--- config.mk ---
export PLATFORM = sky130hd
export DESIGN_NAME = regfile_scoreboard
export DESIGN_NICKNAME = d
export VERILOG_FILES = /design/src/rtl/regfile_scoreboard.sv
export SDC_FILE = /design/constraint.sdc
export NUM_CORES = 2
export LEC_CHECK = 0
export ABC_CLOCK_PERIOD_IN_PS = 6700
export CAP_MARGIN = 20
export CELL_PAD_IN_SITES_DETAIL_PLACEMENT = 0
export CELL_PAD_IN_SITES_GLOBAL_PLACEMENT = 2
export CORE_MARGIN = 5
export CORE_UTILIZATION = 48
export CTS_BUF_LIST = sky130_fd_sc_hd__clkbuf_4
export CTS_CLUSTER_DIAMETER = 200
export CTS_CLUSTER_SIZE = 25
export DETAILED_ROUTE_END_ITERATION = 8
export GPL_TIMING_DRIVEN = 0
export PLACE_DENSITY = 0.79
export SETUP_SLACK_MARGIN = 0.02
export SLEW_MARGIN = 25
export SYNTH_ARGS = -nofsm -noshare
export SYNTH_HDL_FRONTEND = slang
export SYNTH_SLANG_ARGS = --single-unit
--- constraint.sdc ---
create_clock -name CLK -period 6.7 [get_ports CLK]
set_input_delay 1.34 -clock CLK [delete_from_list [all_inputs] [get_ports CLK]]
set_output_delay 1.34 -clock CLK [all_outputs]
set_load 0.005 [all_outputs]
--- src/rtl/regfile_scoreboard.sv ---
// Integer register file with NRD combinational read ports, one writeback port and a per-register
// busy scoreboard. Optional macro REGFILE_BYPASS_EN enables write-through forwarding on reads.
module regfile_scoreboard #(
  parameter int unsigned XLEN          = 32,
  parameter int unsigned NREG          = 32,
  parameter int unsigned NRD           = 2,
  parameter bit          HARDWIRE_ZERO = 1'b1
) (
  input  logic                        CLK,
  input  logic                        RESET_N,
  input  logic [NRD*$clog2(NREG)-1:0] rd_addr,
  output logic [NRD*XLEN-1:0]         rd_data,
  output logic [NRD-1:0]              rd_busy,
  input  logic                        wr_en,
  input  logic [$clog2(NREG)-1:0]     wr_addr,
  input  logic [XLEN-1:0]             wr_data,
  input  logic                        rsv_en,
  input  logic [$clog2(NREG)-1:0]     rsv_addr,
  output logic                        rsv_conflict,
  output logic [NREG-1:0]             busy_vec,
  output logic [$clog2(NREG):0]       busy_count
);

  localparam int unsigned AW = $clog2(NREG);
  localparam int unsigned CW = AW + 1;

  logic [XLEN-1:0] regs_q [NREG];
  logic [NREG-1:0] busy_q;
  logic [NREG-1:0] busy_d;
  logic [CW-1:0]   count_q;
  logic [CW-1:0]   count_d;
  logic            wr_ok;
  logic            rsv_ok;

  // Register 0 is inert for writes and reservations when hardwired to zero
  assign wr_ok  = wr_en  && !(HARDWIRE_ZERO && (wr_addr  == '0));
  assign rsv_ok = rsv_en && !(HARDWIRE_ZERO && (rsv_addr == '0));

  // A writeback releasing the same register this cycle is not a conflict
  assign rsv_conflict = rsv_ok && busy_q[rsv_addr] && !(wr_en && (wr_addr == rsv_addr));

  // Next busy flags: release first so a same-address reservation wins
  always_comb begin
    busy_d = busy_q;
    if (wr_ok) begin
      busy_d[wr_addr] = 1'b0;
    end
    if (rsv_ok) begin
      busy_d[rsv_addr] = 1'b1;
    end
  end

  always_comb begin
    count_d = '0;
    for (int unsigned r = 0; r < NREG; r++) begin
      count_d = count_d + CW'(busy_d[r]);
    end
  end

  always_ff @(posedge CLK or negedge RESET_N) begin
    if (!RESET_N) begin
      busy_q  <= '0;
      count_q <= '0;
    end else begin
      busy_q  <= busy_d;
      count_q <= count_d;
    end
  end

  always_ff @(posedge CLK or negedge RESET_N) begin
    if (!RESET_N) begin
      for (int unsigned r = 0; r < NREG; r++) begin
        regs_q[r] <= '0;
      end
    end else if (wr_ok) begin
      regs_q[wr_addr] <= wr_data;
    end
  end

  assign busy_vec   = busy_q;
  assign busy_count = count_q;

  for (genvar i = 0; i < NRD; i++) begin : g_rd
    logic [AW-1:0] addr;
    logic          zero;
    assign addr = rd_addr[i*AW +: AW];
    assign zero = HARDWIRE_ZERO && (addr == '0);
`ifdef REGFILE_BYPASS_EN
    logic fwd;
    logic rsv_same;
    assign fwd      = wr_ok && (wr_addr == addr);
    assign rsv_same = rsv_ok && (rsv_addr == addr);
    assign rd_data[i*XLEN +: XLEN] = zero ? '0 : (fwd ? wr_data : regs_q[addr]);
    // Forwarded writeback clears busy unless the same register is re-reserved this cycle
    assign rd_busy[i] = !zero && busy_q[addr] && !(fwd && !rsv_same);
`else
    assign rd_data[i*XLEN +: XLEN] = zero ? '0 : regs_q[addr];
    assign rd_busy[i]              = !zero && busy_q[addr];
`endif
  end

endmodule
---- Word-level counts from Yosys, hierarchy flattened ----
Index checks and enable logic that the tools add are counted.
operators by class
  order comparisons ....................... 10
  reductions and logical operators ........ 19
  multiplexer cells ....................... 23
  eq/ne operators ......................... 1
  bitwise logic cells ..................... 6
  add/sub/neg operators ................... 31
operators by type and width
  operator            count
  $bwmux 1024         1
  $bmux 32 s5         2
  $mux 32             9
  $demux 32 s5        1
  $add 6x1->6         26
  $and 32x32->32      1
  $not 32->32         1
  $or 32x32->32       1
  $lt 5x6->1 const B  4
  $logic_not 5->1     4
  $ge 6x6->1 const B  3
  $not 5->6           3
  $bmux 1 s5          3
  $demux 1 s5         2
  $ge 5x1->1 const B  2
  $logic_and 1x1->1   10
  $add 5x1->6         1
  $lt 6x1->1 const B  1
  $add 4x1->5         1
  $eq 5x5->1          1
  $logic_not 1->1     5
  $mux 1              5
  $add 3x1->4         1
  $add 2x1->3         1
  $add 1x1->2         1
storage, ports and cells
  bits in registers ....................... 1,062
  input bits .............................. 56
  output and inout bits ................... 105
  logic and storage cells ................. 124

---- Logic depth before layout (Yosys ltp) ----
  depth in word-level cells ............... 40
  gate-level depth with buffers ........... 21
  depth with buffers taken out ............ 19

---- Least setup slack after synthesis ----
No wires, ideal clock.
  path kind ............................... input -> register
  start ................................... input wr_addr[0]
  end ..................................... register count_q[4], in the netlist busy_count[4]
  library setup time ...................... 0.080 ns
  stages on the path ...................... 19
  setup slack ............................. 0.022 ns
  required time ........................... 6.620 ns
  arrival time ............................ 6.598 ns
  buffers on the path ..................... 2
  cell sequence ........................... buf_2 -> nand2_1 -> nor2_1 -> nand2_1 -> buf_1 -> a22o_1 -> inv_1 -> fa_1 -> fa_1 -> fa_1 -> fa_1 -> fa_1 -> inv_1 -> fa_1 -> ha_1 -> fa_1 -> a21o_1 -> a21oi_1 -> xnor2_1
between the ends
  elaborated cells between the ends (all ways) .. 44
  those cells by class .................... add/sub (31); order compare (2); mux (4); bitwise (3); reduce/logical (4)
RTL lines
  what                                                                   RTL line  text
  start, declared                                                        15        input logic [$clog2(NREG)-1:0] wr_addr,
  $lt 5x6->1 (implied by the code) / $ge 5x1->1 (equally long branches)  46        busy_d[wr_addr] = 1'b0;
  $logic_and 1x1->1 (implied by the code)                                46
  $mux 1 (implied by the code)                                           46
  $demux 1 s5                                                            46
  $not 32->32 (no source line)                                           -
  $and 32x32->32 (no source line)                                        -
  $mux 32 *                                                              45        if (wr_ok) begin
  $or 32x32->32 (no source line)                                         -
  $mux 32 *                                                              48        if (rsv_ok) begin
  net busy_d[5]                                                          29        logic [NREG-1:0] busy_d;
  $add 5x1->6 *                                                          56        count_d = count_d + CW'(busy_d[r]);
  $add 6x1->6 * (26 in a row)                                            56
  net count_d[4]                                                         31        logic [CW-1:0] count_d;
  end signal, assigned                                                   66        count_q <= count_d;
  end, declared                                                          30        logic [CW-1:0] count_q;
The timed path passes the listed nets; every way through them passes the cells marked *.
A chain may end at the register's enable or synchronous reset.

---- Final worst setup path ----
  start ................................... input wr_addr[4]
  end ..................................... register count_q[4], in the netlist busy_count[4]
between the ends
  elaborated cells between the ends (all ways) .. 44
  those cells by class .................... add/sub (31); order compare (2); mux (4); bitwise (3); reduce/logical (4)
RTL lines
  what                                                                   RTL line
  $lt 5x6->1 (implied by the code) / $ge 5x1->1 (equally long branches)  46
  $logic_and 1x1->1 (implied by the code)                                46
  $mux 1 (implied by the code)                                           46
  $demux 1 s5                                                            46
  $not 32->32 (no source line)                                           -
  $and 32x32->32 (no source line)                                        -
  $mux 32 *                                                              45
  $or 32x32->32 (no source line)                                         -
  $mux 32 *                                                              48
  net busy_d[17]                                                         29
  $add 6x1->6 * (15 in a row)                                            56
  net count_d[4]                                                         31
Marks and branches as above.

==> impl_metrics.sql <==
INSERT INTO impl_metrics (metric_group, metric, value, unit) VALUES
('outcome', 'run_status', 'complete, no violations', ''),
('worst_setup_path', 'slowest_delay', '0.61', 'ns'),
('logic_synthesis', 'netlist.top_cell.by_area', 'sky130_fd_sc_hd__dfrtp_1', ''),
('final_layout', 'finalNetCount', '4187', ''),
('place', 'dp.final_hpwl', '159000', 'um'),
('floorplan', 'die_w', '357', 'um'),
('final_layout', 'post-route-util', '51.9', '%'),
('drt', 'vias_per_cell', '6.62', ''),
('floorplan', 'placementRows', '127', ''),
('timing', 'period_share', '98.6', '%'),
('logic_synthesis', 'yosys.area.top_type_share', '45.9', '%'),
('logic_synthesis', 'synth_edf_count', '0', ''),
('floorplan', 'initial_util', '48.3', '%'),
('hold_path', 'min_path_cells', '1', ''),
('clock_tree', 'cts.sinks', '1062', ''),
('floorplan', 'die_area', '128000', 'um^2'),
('logic_synthesis', 'synthesis.instances', '3890', ''),
('timing', 'slew_headroom', '24.5', '%'),
('place', 'numPlacedInstances', '5659', ''),
('clock_tree', 'cts_clock_pin_slew_for_the_worst_setup_and_hold_paths', '0.27', 'ns'),
('worst_setup_path', 'worst-r2r-setup-slack', '1.50', 'ns'),
('clock_tree', 'h-tree-depth', '2', ''),
('hold_path', 'worstHoldEndpoint', 'regs_q[1020]$_DFFE_PN0P_', ''),
('worst_setup_path', 'crit_path_cell_trace', 'clkdlybuf4s50_1 > clkbuf_4 > nor3b_4 > nand2_2 > buf_4 > a22o_1 > inv_1 > fa_1 > fa_1 > fa_1 > fa_1 > fa_1 > inv_1 > fa_1 > ha_1 > fa_1 > a21o_1 > a21oi_1 > xnor2_1', ''),
('pwr', 'max-vdd-ir-drop', '1.23', 'mV'),
('final_layout', 'final_cell_mix', '1,062 x sky130_fd_sc_hd__dfrtp_1, 947 x sky130_fd_sc_hd__mux2_2, 531 x sky130_fd_sc_hd__mux4_2', ''),
('logic_synthesis', 'yosysUniqueCellTypes', '45', ''),
('global_routing', 'globalRoute.totalOverflow', '0', ''),
('timing', 'setup_viol', '0', ''),
('logic_synthesis', 'synth.yosys.warnings', '0', ''),
('worst_setup_path', 'critPathKind', 'in2reg', ''),
('clock_tree', 'cts.path.max_buffers', '3', ''),
('final_layout', 'finalNonFillerCells', '5720', ''),
('place', 'numPortBuffers', '146', ''),
('timing', 'timing.fmax', '151', 'MHz'),
('place', 'dpl-instance-area', '61700', 'um^2'),
('logic_synthesis', 'synth_ff_type', 'sky130_fd_sc_hd__dfrtp_1', ''),
('drt', 'drc_errors', '0', ''),
('flow_run', 'max_cap_violations', '0', ''),
('worst_setup_path', 'critPathSlowestCell', 'sky130_fd_sc_hd__clkdlybuf4s50_1', ''),
('final_layout', 'final_design_area_no_fill', '62200', 'um^2'),
('clock_tree', 'clkLatencyLatePin', '1.17', 'ns'),
('logic_synthesis', 'mapped_nets', '3977', ''),
('timing', 'timing.final.crit_period', '6.61', 'ns'),
('hold_path', 'worst_hold_path_type', 'reg2reg', ''),
('floorplan', 'die_height', '357', 'um'),
('worst_setup_path', 'critical_path_peak_fanout', '10', ''),
('clock_tree', 'tritoncts_buffers', '48', ''),
('worst_setup_path', 'timing.rr.end', 'busy_count[4]$_DFF_PN0_', ''),
('timing', 'unrepaired_setup_endpoints_after_global_routing', 'false', ''),
('drt', 'drt-pass1-iter-count', '5', ''),
('floorplan', 'placeableCoreArea', '120000', 'um^2'),
('worst_setup_path', 'cp-end-kind', 'flop', ''),
('logic_synthesis', 'synth_async_sr_flop_share', '100', '%'),
('pwr', 'finalPower', '17.6', 'mW'),
('logic_synthesis', 'synth.ff_latch_count', '1062', ''),
('clock_tree', 'clock_tree_from_tritoncts', 'yes', ''),
('logic_synthesis', 'syn_area', '57900', 'um^2'),
('worst_setup_path', 'worstReg2RegStart', 'busy_vec[15]$_DFF_PN0_', ''),
('logic_synthesis', 'portion_of_the_post_synthesis_area_used_by_sequential_elements', '45.9', '%'),
('global_routing', 'grt_pass1_wl', '299000', 'um'),
('global_routing', 'grt_max_degree', '130', ''),
('final_layout', 'layout-area-overhead-vs-synth', '7.39', '%'),
('drt', 'wirelength', '212000', 'um'),
('global_routing', 'grt_pass1_vias', '39100', ''),
('final_layout', 'layout_commonest_cell', 'sky130_fd_sc_hd__dfrtp_1', ''),
('pwr', 'p_leak', '27.2', 'nW'),
('logic_synthesis', 'synthesis.area_per_instance', '14.9', 'um^2'),
('final_layout', 'final_layout_size_suffix_gt1_share', '44.6', '%'),
('timing', 'final_critical_path_setup_slack', '0.0916', 'ns'),
('timing', 'finalMaxSlewViolations', '0', '');
routing by layer:
| layer | wire length [um] | share of wire (%) | up-vias | track usage, % |
|---|---|---|---|---|
| met5 | 35 | 0.017 | - | 0 |
| met4 | 13200 | 6.3 | 4 | 16.7 |
| met3 | 16100 | 7.6 | 422 | 7.52 |
| met2 | 97600 | 46 | 1656 | 51.9 |
| met1 | 84800 | 40 | 20600 | 44.8 |
| li1 | - | - | 15100 | - |
worst max-delay path by stage:
stage,depth (start not counted),from,to
4_1_cts,19,wr_addr[4],busy_count[4]$_DFF_PN0_
6_report,19,wr_addr[4],busy_count[4]$_DFF_PN0_
5_1_grt,17,rsv_addr[2],busy_count[4]$_DFF_PN0_
2_1_floorplan,19,wr_addr[0],busy_count[4]$_DFF_PN0_
3_3_place_gp,1,RESET_N,regs_q[1021]$_DFFE_PN0P_
3_5_place_dp,19,wr_en,busy_count[4]$_DFF_PN0_
final cells by class:
class / instances / area (um^2)
Antenna cell: 6 / 15.0
Clock buffer: 49 / 368
Multi-Input combinational cell: 2342 / 29100
Buffer: 432 / 2160
Inverter: 52 / 195
Fill cell: 10400 / 57800
Tap cell: 1612 / 2020
Timing Repair Buffer: 162 / 1780
Sequential cell: 1062 / 26600
Clock inverter: 3 / 23.8
cell families after synthesis:
logic type,count (synthesis),synth area share [%]
buffers and inverters,486,4.03
XOR/XNOR,8,0.121
multiplexers,1666,42.3
adder cells (fa/ha/maj),31,0.981
AND/OR/NAND/NOR,369,2.70
AO/OA/AOI/OAI,268,3.97
flip-flops,1062,45.9
registers in the layout, summed over array words and instances (netlist names):
register	flops
busy_count	6
busy_vec	32
regs_q	1024
worst max-delay path: cells and delay by family:
| family | cells | cell delay [ns] |
|---|---|---|
| compound gates | 3 | 0.58 |
| xor+xnor | 1 | 0.13 |
| fa+ha+maj | 8 | 3.59 |
| buf+inv | 5 | 1.40 |
| simple gates | 2 | 0.65 |
synth_stat cells, drive strengths merged, types with 4 or more instances:
cell type and n:
a21o 45, a21oi 50, a221oi 110, a22o 29
and3 4, buf 233, clkbuf 201, dfrtp 1062
fa 24, ha 7, inv 52, mux2 956
mux2i 179, mux4 531, nand2 232, nand3 5
nor2 94, nor2b 7, nor3b 7, o21ai 25
or2 4, xor2 5
report_power, final:
group / leakage, nW / total, mW / switching (mW) / internal, mW
Combinational: 13.3 / 6.52 / 3.06 / 3.46
Sequential: 13.6 / 8.65 / 0.967 / 7.68
Clock: 0.241 / 2.40 / 2.05 / 0.341
Total: 27.2 / 17.6 / 6.08 / 11.5
what timing repair did:
item                                    4_1_cts  5_1_grt
endpoints found under the setup margin        5        2
buffers inserted                              0        0
pin swaps                                     0        0
hold buffers                                  1        0
resized for setup                             8       16
hold endpoints to repair                     29        0
metrics by stage:
step	hold slack, ns	setup TNS [ns]
6_report	0.512	0
5_1_grt	0.537	0
4_1_cts	0.518	0
3_5_place_dp	0.466	-8.81
3_3_place_gp	0.455	-
2_1_floorplan	0.441	0
Note: power is estimated with default switching activity, not from simulation.
